[src/rtl/servo_pwm_capture.sv]
// rtl/servo_pwm_capture.sv - servo pulse width/period capture with Avalon-MM registers
module servo_pwm_capture #(
  parameter int TICK_DIV     = 50,
  parameter int MIN_PULSE_US = 500,
  parameter int MAX_PULSE_US = 2500,
  parameter int TIMEOUT_US   = 25000,
  parameter int CNT_W        = 16
) (
  input  logic             clk,
  input  logic             reset,
  input  logic             pwm_in,
  input  logic [1:0]       address,
  input  logic             chipselect,
  input  logic             read,
  output logic [31:0]      readdata,
  input  logic             write,
  input  logic [31:0]      writedata,
  output logic             irq,
  output logic [CNT_W-1:0] pulse_us,
  output logic             pulse_valid
);
  localparam int PW = (TICK_DIV > 1) ? $clog2(TICK_DIV) : 1;
  localparam logic [PW-1:0]    PRESC_LAST = PW'(TICK_DIV - 1);
  localparam logic [CNT_W-1:0] CNT_MAX    = '1;
  localparam logic [CNT_W-1:0] MIN_W      = CNT_W'(MIN_PULSE_US);
  localparam logic [CNT_W-1:0] MAX_W      = CNT_W'(MAX_PULSE_US);
  localparam logic [CNT_W-1:0] TIMEOUT_C  = CNT_W'(TIMEOUT_US);

  typedef enum logic [1:0] {ST_IDLE, ST_HIGH, ST_LOW} state_t;

  logic             sync1_q, sync2_q, level_q;
  logic             rise_q, rise_d, fall_q, fall_d;
  logic [PW-1:0]    presc_q, presc_d;
  state_t           state_q, state_d;
  logic [CNT_W-1:0] width_cnt_q, width_cnt_d, period_cnt_q, period_cnt_d;
  logic [CNT_W-1:0] width_hold_q, width_hold_d, pulse_us_q, pulse_us_d;
  logic [CNT_W-1:0] period_reg_q, period_reg_d;
  logic             pulse_valid_q, pulse_valid_d, new_sample_q, new_sample_d;
  logic             range_err_q, range_err_d, signal_lost_q, signal_lost_d;
  logic             irq_en_q, irq_en_d, cap_en_q, cap_en_d;
  logic             tick, wr_status, wr_ctrl;
  logic [CNT_W-1:0] width_inc, period_inc;
  logic             unused_wdata;

  // Synchronizer carries no reset so a pulse already high across reset never looks like a rise.
  always_ff @(posedge clk) begin
    sync1_q <= pwm_in;
    sync2_q <= sync1_q;
    level_q <= sync2_q;
  end

  always_comb begin
    rise_d     = sync2_q & ~level_q;
    fall_d     = ~sync2_q & level_q;
    tick       = (presc_q == PRESC_LAST);
    presc_d    = (rise_q || tick) ? '0 : presc_q + 1'b1;
    width_inc  = (tick && width_cnt_q != CNT_MAX) ? width_cnt_q + 1'b1 : width_cnt_q;
    period_inc = (tick && period_cnt_q != CNT_MAX) ? period_cnt_q + 1'b1 : period_cnt_q;
    wr_status  = chipselect && write && (address == 2'd2);
    wr_ctrl    = chipselect && write && (address == 2'd3);

    state_d       = state_q;
    width_cnt_d   = width_cnt_q;
    period_cnt_d  = period_cnt_q;
    width_hold_d  = width_hold_q;
    pulse_us_d    = pulse_us_q;
    period_reg_d  = period_reg_q;
    pulse_valid_d = pulse_valid_q;
    irq_en_d      = wr_ctrl ? writedata[0] : irq_en_q;
    cap_en_d      = wr_ctrl ? writedata[1] : cap_en_q;
    // Clears are applied first so a same-cycle set below wins.
    new_sample_d  = new_sample_q & ~(wr_status & writedata[1]);
    range_err_d   = range_err_q & ~(wr_status & writedata[2]);
    signal_lost_d = signal_lost_q & ~(wr_status & writedata[3]);

    if (!cap_en_q) begin
      state_d      = ST_IDLE;
      width_cnt_d  = '0;
      period_cnt_d = '0;
    end else if (state_q != ST_IDLE && period_cnt_q >= TIMEOUT_C) begin
      state_d       = ST_IDLE;
      width_cnt_d   = '0;
      period_cnt_d  = '0;
      signal_lost_d = 1'b1;
      pulse_valid_d = 1'b0;
    end else begin
      unique case (state_q)
        ST_IDLE: begin
          width_cnt_d  = '0;
          period_cnt_d = '0;
          if (rise_q) state_d = ST_HIGH;
        end
        ST_HIGH: begin
          width_cnt_d  = width_inc;
          period_cnt_d = period_inc;
          if (fall_q) begin
            width_hold_d = width_inc;
            state_d      = ST_LOW;
          end
        end
        ST_LOW: begin
          period_cnt_d = period_inc;
          if (rise_q) begin
            if (width_hold_q >= MIN_W && width_hold_q <= MAX_W) begin
              pulse_us_d    = width_hold_q;
              period_reg_d  = period_inc;
              pulse_valid_d = 1'b1;
              new_sample_d  = 1'b1;
            end else begin
              range_err_d = 1'b1;
            end
            width_cnt_d  = '0;
            period_cnt_d = '0;
            state_d      = ST_HIGH;
          end
        end
        default: state_d = ST_IDLE;
      endcase
    end
  end

  always_ff @(posedge clk) begin
    if (reset) begin
      rise_q        <= 1'b0;
      fall_q        <= 1'b0;
      presc_q       <= '0;
      state_q       <= ST_IDLE;
      width_cnt_q   <= '0;
      period_cnt_q  <= '0;
      width_hold_q  <= '0;
      pulse_us_q    <= '0;
      period_reg_q  <= '0;
      pulse_valid_q <= 1'b0;
      new_sample_q  <= 1'b0;
      range_err_q   <= 1'b0;
      signal_lost_q <= 1'b0;
      irq_en_q      <= 1'b0;
      cap_en_q      <= 1'b1;
    end else begin
      rise_q        <= rise_d;
      fall_q        <= fall_d;
      presc_q       <= presc_d;
      state_q       <= state_d;
      width_cnt_q   <= width_cnt_d;
      period_cnt_q  <= period_cnt_d;
      width_hold_q  <= width_hold_d;
      pulse_us_q    <= pulse_us_d;
      period_reg_q  <= period_reg_d;
      pulse_valid_q <= pulse_valid_d;
      new_sample_q  <= new_sample_d;
      range_err_q   <= range_err_d;
      signal_lost_q <= signal_lost_d;
      irq_en_q      <= irq_en_d;
      cap_en_q      <= cap_en_d;
    end
  end

  always_comb begin
    readdata = '0;
    if (chipselect && read) begin
      case (address)
        2'd0:    readdata = 32'(pulse_us_q);
        2'd1:    readdata = 32'(period_reg_q);
        2'd2:    readdata = {28'd0, signal_lost_q, range_err_q, new_sample_q, pulse_valid_q};
        default: readdata = {30'd0, cap_en_q, irq_en_q};
      endcase
    end
  end

  assign irq          = irq_en_q & (new_sample_q | range_err_q | signal_lost_q);
  assign pulse_us     = pulse_us_q;
  assign pulse_valid  = pulse_valid_q;
  assign unused_wdata = ^writedata[31:4];
endmodule

[config.mk]
export PLATFORM = sky130hd
export DESIGN_NAME = servo_pwm_capture
export DESIGN_NICKNAME = d
export VERILOG_FILES = /design/src/rtl/servo_pwm_capture.sv
export SDC_FILE = /design/constraint.sdc
export NUM_CORES = 1
export LEC_CHECK = 0
export ABC_AREA = 1
export CAP_MARGIN = 20
export CORE_MARGIN = 10
export CORE_UTILIZATION = 36
export DETAILED_ROUTE_END_ITERATION = 16
export GPL_ROUTABILITY_DRIVEN = 0
export PLACE_DENSITY_LB_ADDON = 0.1
export SLEW_MARGIN = 10
export SYNTH_ARGS = -nofsm -noshare
export SYNTH_HDL_FRONTEND = slang
export SYNTH_SLANG_ARGS = --single-unit
[constraint.sdc]
create_clock -name clk -period 3.5 [get_ports clk]
set_clock_uncertainty 0.05 [all_clocks]
set_input_delay 1.05 -clock clk [delete_from_list [all_inputs] [get_ports clk]]
set_output_delay 1.05 -clock clk [all_outputs]
set_load 0.05 [all_outputs]
==> results by group, run 1 <==
Outcome
  – Run status: completed

Setup path
  – Worst Path Required: 2.40 ns
  – Critical path endpoint category: output pin
  – Worst-path maximum fanout: 8
  – Total number of cells along the worst setup path: 5
  – Top delay family on crit path: buffers and inverters
  – Slowest CP cell: clkdlybuf4s50_1
  – Crit start category: input pin
  – Worst-path cell chain: clkdlybuf4s50_1 > nand2_2 > buf_4 > a21oi_2 > buf_12
  – CP max stage delay: 0.53 ns
  – Worst Reg2Reg Path Length in Cells: 8
  – Worst Path Buf+Inv: 3
  – CP arrival: around 2.3 ns
  – CP Class: input pin to output pin

Clock tree
  – H-tree depth: 3
  – Longest Clk Path Bufs: 2
  – Clk sink count: 99
  – Setup Buffers After CTS: 0
  – Clk Tree Root Cell: clkbuf_16
  – TritonCTS buffer count: 9
  – CTS tree: built
  – Worst-path clk slew: 0.06 ns
  – Latest clock arrival within the worst-skew pair: 0.35 ns

Power
  – Net switching power: ~0.00065 W
  – Sw Ratio: about a quarter
  – Pwr dens: 361.1 nW/um^2
  – Gate power share: 11.0%
  – Maximum vdd drop: 225.0 uV
  – Power Internal: between 0.0015 and 0.002 W
  – Lkg Pwr: around 2.7 nW
  – Clock network power share: a little over two fifths
  – Seq pwr share: 47.2%

Logic synthesis
  – Synth Area in XOR/XNOR: 2.620%
  – Simple-gate share of the synthesized area: 37.78%
  – Syn Inst Count: 918
  – Seq/Total Area, Yosys: 34.87%
  – Yosys warns: 0
  – Yosys reg bits: 99
  – Mean area per synthesized cell: 6.191 um^2
  – Distinct cells, synth: 36
  – Mux cell area share after synthesis: 0%
  – Synth Area in Compound Gates: 10.50%
  – Cell Area, Synth: 5683 um^2
  – Adder-cell area share of the yosys netlist: 1.982%
  – Main combinational cell family by area after synthesis: simple AND/OR/NAND/NOR gates

Timing
  – Slew Limit Fails: 0
  – Unrepaired setup endpoints after global routing: no
  – Final Setup Violations: 0
  – Final Cycle Share: 96.41%
  – F_max: ~0.3 GHz
  – Hold Vio Cnt, Final: 0
  – Slew Limit Headroom: between 50% and 60%
  – Worst-margin pin slew: 0.6582 ns
  – Fin crit period: 3.374 ns

Global route
  – First-pass GRT wire length: 26010 um
  – Initial antenna violation count: 0
  – Global-route total usage across every layer: 14.66%
  – Largest net degree at the start of global routing: 48
  – Vias in the first global route: 4889
  – Grt ovf: 0

Final layout
  – Area Growth Syn to Fin: 19.79%
  – Post-route cell area: 6808 um^2
  – Most common cell after layout, fill and taps aside: nand2_1
  – Footprint of the multi-input gates: 3118 um^2
  – Diode count: 0
  – Finished Layout Cells: 1173
  – Commonest cells after routing, fill and taps aside: nand2_1 (298), nor2_1 (128), inv_1 (102)
  – Layout cells sized above 1: between 8 and 9%
  – Register area: 1982 um^2
  – Nets: 1007
  – Fill count: 1659

Worst hold path
  – Hold depth: 0
  – Hold Crit Class: flip-flop to flip-flop

Floorplanning
  – Die Y: 145.6 um
  – Die area: 21210 um^2
  – Num rows: 45
  – Die span in x: 145.6 um
  – Io pins: 90
  – Effective utilization at floorplan: 37.11%
  – Core Area: around 15000 um^2

Routing
  – First DRT Iteration DRCs: 326
  – DRT Pass-1 Iters: 5
  – Remaining DRCs: 0
  – Total number of vias: 5360
  – Routed Antenna Nets: 0
  – Wire per inst: 13.30 um
  – Final WL: between 15000 and 20000 um
  – Via density: around 4.6

Placement
  – Final HPWL DP: 11590 um
  – Post-place instance area: 6492 um^2
  – # port buffers: 45
  – Post-Place Cells: 1158

Run
  – Max-capacitance violation count: 0
sequential cells by signal, summed over array words and instances (netlist names), 2 cells and up:
name / cells
period_cnt_q: 16
period_reg_q: 16
presc_q: 6
pulse_us: 16
state_q: 2
width_cnt_q: 16
width_hold_q: 16
cell families (layout without fill, tap and decap cells):
| logic type | Yosys count | count (layout) |
|---|---|---|
| flops | 99 | 99 |
| buf+inv | 155 | 184 |
| fa+ha+maj | 9 | 9 |
| simple gates | 524 | 524 |
| compound gates | 113 | 113 |
| other cells | 1 | 16 |
| xor+xnor | 17 | 17 |
what timing repair did:
item | CTS | global route
pin swaps | 0 | 0
setup endpoints to repair | 15 | 7
gates resized for setup | 7 | 1
hold buffers | 0 | 0
cell usage after synthesis, drive strengths merged:
master	count	area, um^2
nor3b	1	7.510
dfxtp	99	1982
nand3	62	315.3
o31a	1	8.760
nor2	136	545.5
and2	2	12.51
nand3b	1	7.510
o211ai	5	37.54
a31o	1	8.760
or2	5	31.28
buf	38	252.7
nor3	2	10.01
nand2	306	1161
ha	9	112.6
conb	1	3.750
o221ai	1	8.760
nand4	9	56.30
o22ai	2	12.51
inv	106	397.9
o21ai	27	135.1
a31oi	1	6.260
xor2	14	122.6
xnor2	3	26.28
a21oi	75	379.1
clkbuf	11	41.29
cell type report:
class,count,share of cell area (%)
clock buffer,11,3.713
clock inverter,4,0.7352
inverter,106,5.845
multi-input combinational,679,45.80
sequential,99,29.11
tap,211,3.878
timing repair buffer,63,10.92
stage by stage:
step / setup slack (ns) / TNS (ns) / util, % / total power [W] / hold slack (ns)
2_1_floorplan: 0.06461 / 0 / - / 0.001395 / 0.2596
3_3_place_gp: -0.05712 / -0.2345 / 42.39 / 0.001461 / 0.2605
3_5_place_dp: -0.06903 / -0.2579 / 42.39 / 0.001459 / 0.2738
4_1_cts: 0.04227 / 0 / 44.44 / 0.002492 / 0.2896
5_1_grt: 0.04621 / 0 / 44.45 / 0.002575 / 0.3147
6_report: 0.1256 / 0 / 44.45 / 0.002458 / 0.2853
final timing paths:
| kind | start | slack, ns | end |
|---|---|---|---|
| worst max-delay path | chipselect | 0.13 | readdata[14] |
| worst min-delay path | sync1_q | 0.29 | sync2_q |
| worst max register to register | presc_q[0] | 1.21 | width_hold_q[7] |
| worst min register to register | sync1_q | 0.29 | sync2_q |
per-layer routing:
layer | vias to the layer above | part of all wire (%) | GRT usage [%] | wire [um]
li1 | 2896 | - | - | -
met5 | - | 0 | 0 | 0
met1 | 2357 | 52 | 20.44 | 8076
met2 | 92 | 43 | 22.21 | 6781
met4 | 0 | 1.1 | 3.488 | 170
met3 | 15 | 3.7 | 3.477 | 575
power by group through the flow:
| stage | clock network [W] | registers [W] | logic (W) |
|---|---|---|---|
| after floorplan | 0 | 0.00118 | 0.000211 |
| after global placement | 0 | 0.00119 | 0.000274 |
| after detailed placement | 0 | 0.00119 | 0.000272 |
| after CTS | 0.00106 | 0.00116 | 0.000273 |
| after global routing | 0.00111 | 0.00116 | 0.000306 |
| final | 0.00103 | 0.00116 | 0.000271 |
Note: power is estimated with default switching activity, not from simulation.
==> run 2: changes to the inputs <==
Clock period 3.5 ns to 3.7 ns, I/O delays scaled along.
==> run 2 against run 1 <==
Design area increased by 1.0%; register-to-register slack improved by 0.10 ns; global-route usage decreased by 0.076 points; first-iteration DRC count decreased by 17%; worst hold slack got worse by 0.0067 ns; critical path type unchanged.
==> results by group, run 2 (synthesis results as in run 1) <==
Global route
  – Initial antenna violation count: 0
  – Global-route total usage across every layer: 14.59%
  – M2 GR Usage: 22.92%
  – GR met3 Demand/Resource: 3.322%
  – GRT Max-Usage Layer: met2
  – Largest net degree at the start of global routing: 35
  – Vias in the first global route: between 4000 and 5000
  – Met1 usage: about a fifth
  – First-pass GRT wire length: 25820 um
  – Grt ovf: 0

Final layout
  – Most common cell after layout, fill and taps aside: nand2_1
  – Diode count: 0
  – Fill count: around 1700
  – Area Growth Syn to Fin: 21.00%
  – Layout cells sized above 1: approximately 8.6%
  – Nets: 1007
  – Commonest cells after routing, fill and taps aside: nand2_1 (301), nor2_1 (128), inv_1 (102)
  – Finished Layout Cells: roughly 1200

Routing
  – DRT Pass-1 Iters: 5
  – Wire per inst: 13.33 um
  – Total number of vias: 5382
  – Remaining DRCs: 0
  – Routed Antenna Nets: 0
  – First DRT Iteration DRCs: 269
  – Final WL: 15650 um
  – Via density: 4.584

Worst hold path
  – Hold Crit Class: flip-flop to flip-flop
  – Hold path endpoint: sync2_q
  – Worst hold start: sync1_q
  – Hold depth: 0

Floorplanning
  – Num rows: 45
  – Die Y: between 100 and 150 um
  – Effective utilization at floorplan: 37.11%
  – Die span in x: 145.6 um
  – Die area: 21210 um^2
  – Core Area: 15310 um^2
  – Io pins: 90

Placement
  – Dpl ws: -0.02721 ns
  – Final HPWL DP: 11660 um
  – # port buffers: between 40 and 50
  – Post-Place Cells: 1158

Timing
  – Worst-margin pin slew: 0.8015 ns
  – Hold WS: 0.2786 ns
  – Slew Limit Headroom: 46.51%
  – Slew Limit Fails: 0
  – Unrepaired setup endpoints after global routing: no
  – Worst Slack Setup Final: 0.1249 ns
  – Final Setup Violations: 0
  – F_max: 0.2797 GHz
  – Final Cycle Share: approximately 97%
  – Fin crit period: 3.575 ns
  – Hold Vio Cnt, Final: 0
  – Fin Setup TNS: 0 ns

Clock tree
  – Worst-path clk slew: 0.07 ns
  – Clk Tree Root Cell: clkbuf_16
  – H-tree depth: 3
  – Latest clock arrival within the worst-skew pair: 0.35 ns
  – CTS tree: built
  – TritonCTS buffer count: 9
  – Longest Clk Path Bufs: 2
  – Setup Buffers After CTS: 0
  – Clk sink count: 99

Power
  – Seq pwr share: 43.3%
  – Sw Ratio: 24.83%
  – Gate power share: between 10% and 20%
  – Maximum vdd drop: 216.6 uV
  – Clock network power share: 46.5%
  – Total chip power: approximately 0.0025 W
  – Power Internal: 0.001904 W
  – Pwr dens: roughly 370 nW/um^2
  – Lkg Pwr: 2.787 nW
  – Net switching power: 0.0006290 W

Run
  – Max-capacitance violation count: 0

Setup path
  – Crit start category: input pin
  – Register-to-Register Setup Slack: 1.31 ns
  – Worst r2r src: presc_q[0]
  – CP Class: input pin to output pin
  – CP arrival: 2.42 ns
  – Worst R2R End: width_hold_q[7]
  – Worst Reg2Reg Path Length in Cells: 8
  – Critical path endpoint category: output pin
  – Worst Path Required: 2.54 ns
  – Worst-path maximum fanout: 8

Outcome
  – Run status: completed
## run 2: cell type report
cell class | instances | area [um^2] | share of cell area, %
Multi-Input combinational cell | 679 | 3110 | 45.23
Timing Repair Buffer | 63 | 747.0 | 10.86
Tap cell | 211 | 264.0 | 3.839
Sequential cell | 99 | 1982 | 28.82
Inverter | 106 | 397.9 | 5.786
Clock buffer | 10 | 239.0 | 3.475
Clock inverter | 6 | 136.4 | 1.983
## run 2: power by group through the flow
| stage | Clock (W) | Sequential [W] | Combinational (W) |
|---|---|---|---|
| after floorplan | 0 | 0.00112 | 0.000200 |
| after global placement | 0 | 0.00112 | 0.000258 |
| after detailed placement | 0 | 0.00112 | 0.000257 |
| after CTS | 0.00120 | 0.00110 | 0.000259 |
| after global routing | 0.00124 | 0.00110 | 0.000287 |
| final | 0.00118 | 0.00110 | 0.000257 |
## run 2: per-stage QoR
step	instance area (um^2)	util, %
after floorplan	5777	-
after global placement	6492	42.39
after detailed placement	6492	42.39
after CTS	6867	44.84
after global routing	6877	44.90
final	6877	44.90
## run 2: worst max-delay path, stage by stage
cell and delay, ns:
clkdlybuf4s50_1 0.51, nand2_1 0.20, buf_4 0.24, a21oi_2 0.18
buf_12 0.16
## run 2: worst max-delay path by stage
stage	start	end	slack, ns
detailed placement	address[1]	readdata[3]	-0.03
floorplan	address[1]	readdata[10]	0.14
global route	chipselect	readdata[14]	0.03
global placement	address[1]	readdata[3]	0.01
finish	chipselect	readdata[6]	0.12
CTS	address[0]	readdata[15]	0.02
## run 2: what timing repair did
action / CTS / global route
hold buffers: 0 / 0
gates resized for setup: 1 / 4
cloned: 0 / 0
setup endpoints to repair: 4 / 16
## run 2: metal layers
layer	up-vias	share of wire (%)
li1	2907	-
met2	87	44
met4	0	0.50
met5	-	0
met3	7	3.9
met1	2381	52
==> run 3: changes to the inputs <==
==> constraint.sdc (replaced) <==
create_clock -name clk -period 3.7 [get_ports clk]
set_clock_uncertainty 0.05 [all_clocks]
set_input_delay 0.555 -clock clk [delete_from_list [all_inputs] [get_ports clk]]
set_output_delay 0.555 -clock clk [all_outputs]
set_load 0.05 [all_outputs]
==> run 3 against run 2 <==
Non-clock buffer count fell by 8; sequential power about the same; worst hold slack improved by 0.0010 ns; worst setup slack better by 0.75 ns; combinational power hardly changed; final cell count fell by 0.68%; largest cell class unchanged.
==> results by group, run 3 (synthesis results as in run 1) <==
Clock tree
  – Clk Tree Root Cell: clkbuf_16
  – Cts hold-fix bufs: 0
  – Latest clock arrival within the worst-skew pair: 0.35 ns
  – Worst-path clk slew: around 0.070 ns
  – Clk sink count: 99
  – Post-CTS sizing: 0
  – TritonCTS buffer count: 9
  – Setup Buffers After CTS: 0
  – Longest Clk Path Bufs: 2
  – H-tree depth: 3
  – CTS tree: built

Timing
  – Worst-margin pin slew: between 0.8 and 0.9 ns
  – Fin crit period: 2.826 ns
  – Final Setup Violations: 0
  – Slew Limit Fails: 0
  – F_max: about 0.35 GHz
  – Slew Limit Headroom: a little over two fifths
  – Final Cycle Share: 76.37%
  – Unrepaired setup endpoints after global routing: no
  – Hold Vio Cnt, Final: 0
  – Hold WS: 0.2796 ns
  – Fin Setup TNS: 0 ns

Outcome
  – Run status: completed

Final layout
  – Register area: 1982 um^2
  – Most common cell after layout, fill and taps aside: nand2_1
  – Area Growth Syn to Fin: 15.15%
  – Layout cells sized above 1: 6.492%
  – Nets: roughly 1000
  – Diode count: 0
  – Footprint of the multi-input gates: 3065 um^2
  – Commonest cells after routing, fill and taps aside: nand2_1 (301), nor2_1 (128), inv_1 (103)
  – Fill count: between 1500 and 2000

Floorplanning
  – Effective utilization at floorplan: 37.11%
  – Die span in x: around 150 um
  – Die area: 21210 um^2
  – Num rows: 45
  – Die Y: 145.6 um
  – Core Area: between 15000 and 20000 um^2
  – Io pins: 90

Routing
  – Remaining DRCs: 0
  – DRT Pass-1 Iters: 4
  – Final WL: between 15000 and 20000 um
  – First DRT Iteration DRCs: ~360
  – Wire per inst: about 14 um
  – Via density: 4.625
  – Routed Antenna Nets: 0
  – Total number of vias: around 5400

Placement
  – Final HPWL DP: 11670 um
  – # port buffers: 45

Global route
  – Initial antenna violation count: 0
  – Grt ovf: 0
  – Largest net degree at the start of global routing: 49
  – Vias in the first global route: 5047
  – First-pass GRT wire length: roughly 26000 um
  – Global-route total usage across every layer: around 15%

Setup path
  – Crit start category: input pin
  – CP Class: input pin to output pin
  – Worst Path Required: ~3 ns
  – CP arrival: 2.22 ns
  – Critical path endpoint category: output pin
  – Worst-path maximum fanout: 6

Worst hold path
  – Hold Crit Class: flip-flop to flip-flop

Power
  – Maximum vdd drop: 233.0 uV
  – Total chip power: 0.002278 W
  – Pwr dens: between 300 and 400 nW/um^2
  – Lkg Pwr: 2.662 nW

Run
  – Max-capacitance violation count: 0
-- run 3: cell types whose count changed in the layout (fill, tap and decap cells not counted), sizes merged, moves of 2 or more --
| cell | before | now |
|---|---|---|
| clkdlybuf4s50 | 27 | 29 |
| buf | 34 | 26 |
| inv | 106 | 109 |
| clkinvlp | 1 | 4 |
| bufinv | 4 | 0 |
-- run 3: worst max-delay path, stage by stage --
cell and delay [ns]:
clkdlybuf4s50_1 0.53, inv_1 0.13, nor2_1 0.30, inv_1 0.16, o211ai_1 0.18, o211ai_1 0.10
inv_1 0.11, buf_12 0.14
-- run 3: through the flow --
stage | worst slack [ns] | cell area (um^2) | instances | util, %
2_1_floorplan | 1.010 | 5739 | 933 | -
3_3_place_gp | 0.8985 | 6257 | 1150 | 40.86
3_5_place_dp | 0.8742 | 6257 | 1150 | 40.86
4_1_cts | 0.8658 | 6544 | 1166 | 42.73
5_1_grt | 0.6942 | 6544 | 1166 | 42.73
6_report | 0.8742 | 6544 | 1166 | 42.73
-- run 3: path summary, 6_finish.rpt --
kind | from | to | slack (ns) | cells past startpoint
hold reg to reg | sync1_q | sync2_q | 0.28 | 0
hold / removal | sync1_q | sync2_q | 0.28 | 0
setup / recovery | address[0] | readdata[1] | 0.87 | 8
setup reg to reg | presc_q[0] | width_hold_q[7] | 1.37 | 9
-- run 3: power breakdown --
group          leakage (nW)  internal (W)  switching [W]  total, W
clock network         0.128      0.000469       0.000457  0.000926
logic                  1.73     0.0000673       0.000187  0.000254
registers             0.800       0.00108      0.0000141   0.00110
-- run 3: cell type report --
cell class | count | area share, %
repair buffers | 55 | 8.375
clock inverters | 7 | 0.9369
flip-flops and latches | 99 | 30.29
inverters | 106 | 6.080
multi-input cells | 679 | 46.85
clock buffers | 9 | 3.442
well taps | 211 | 4.034
-- run 3: layer usage --
layer  vias up  global-route usage (%)  part of all wire [%]
met5         -                       0                     0
met4         0                   4.449                   1.2
met3        12                   3.105                   4.2
met2        89                   22.14                    43
met1      2398                   20.78                    52
li1       2894                       -                     -
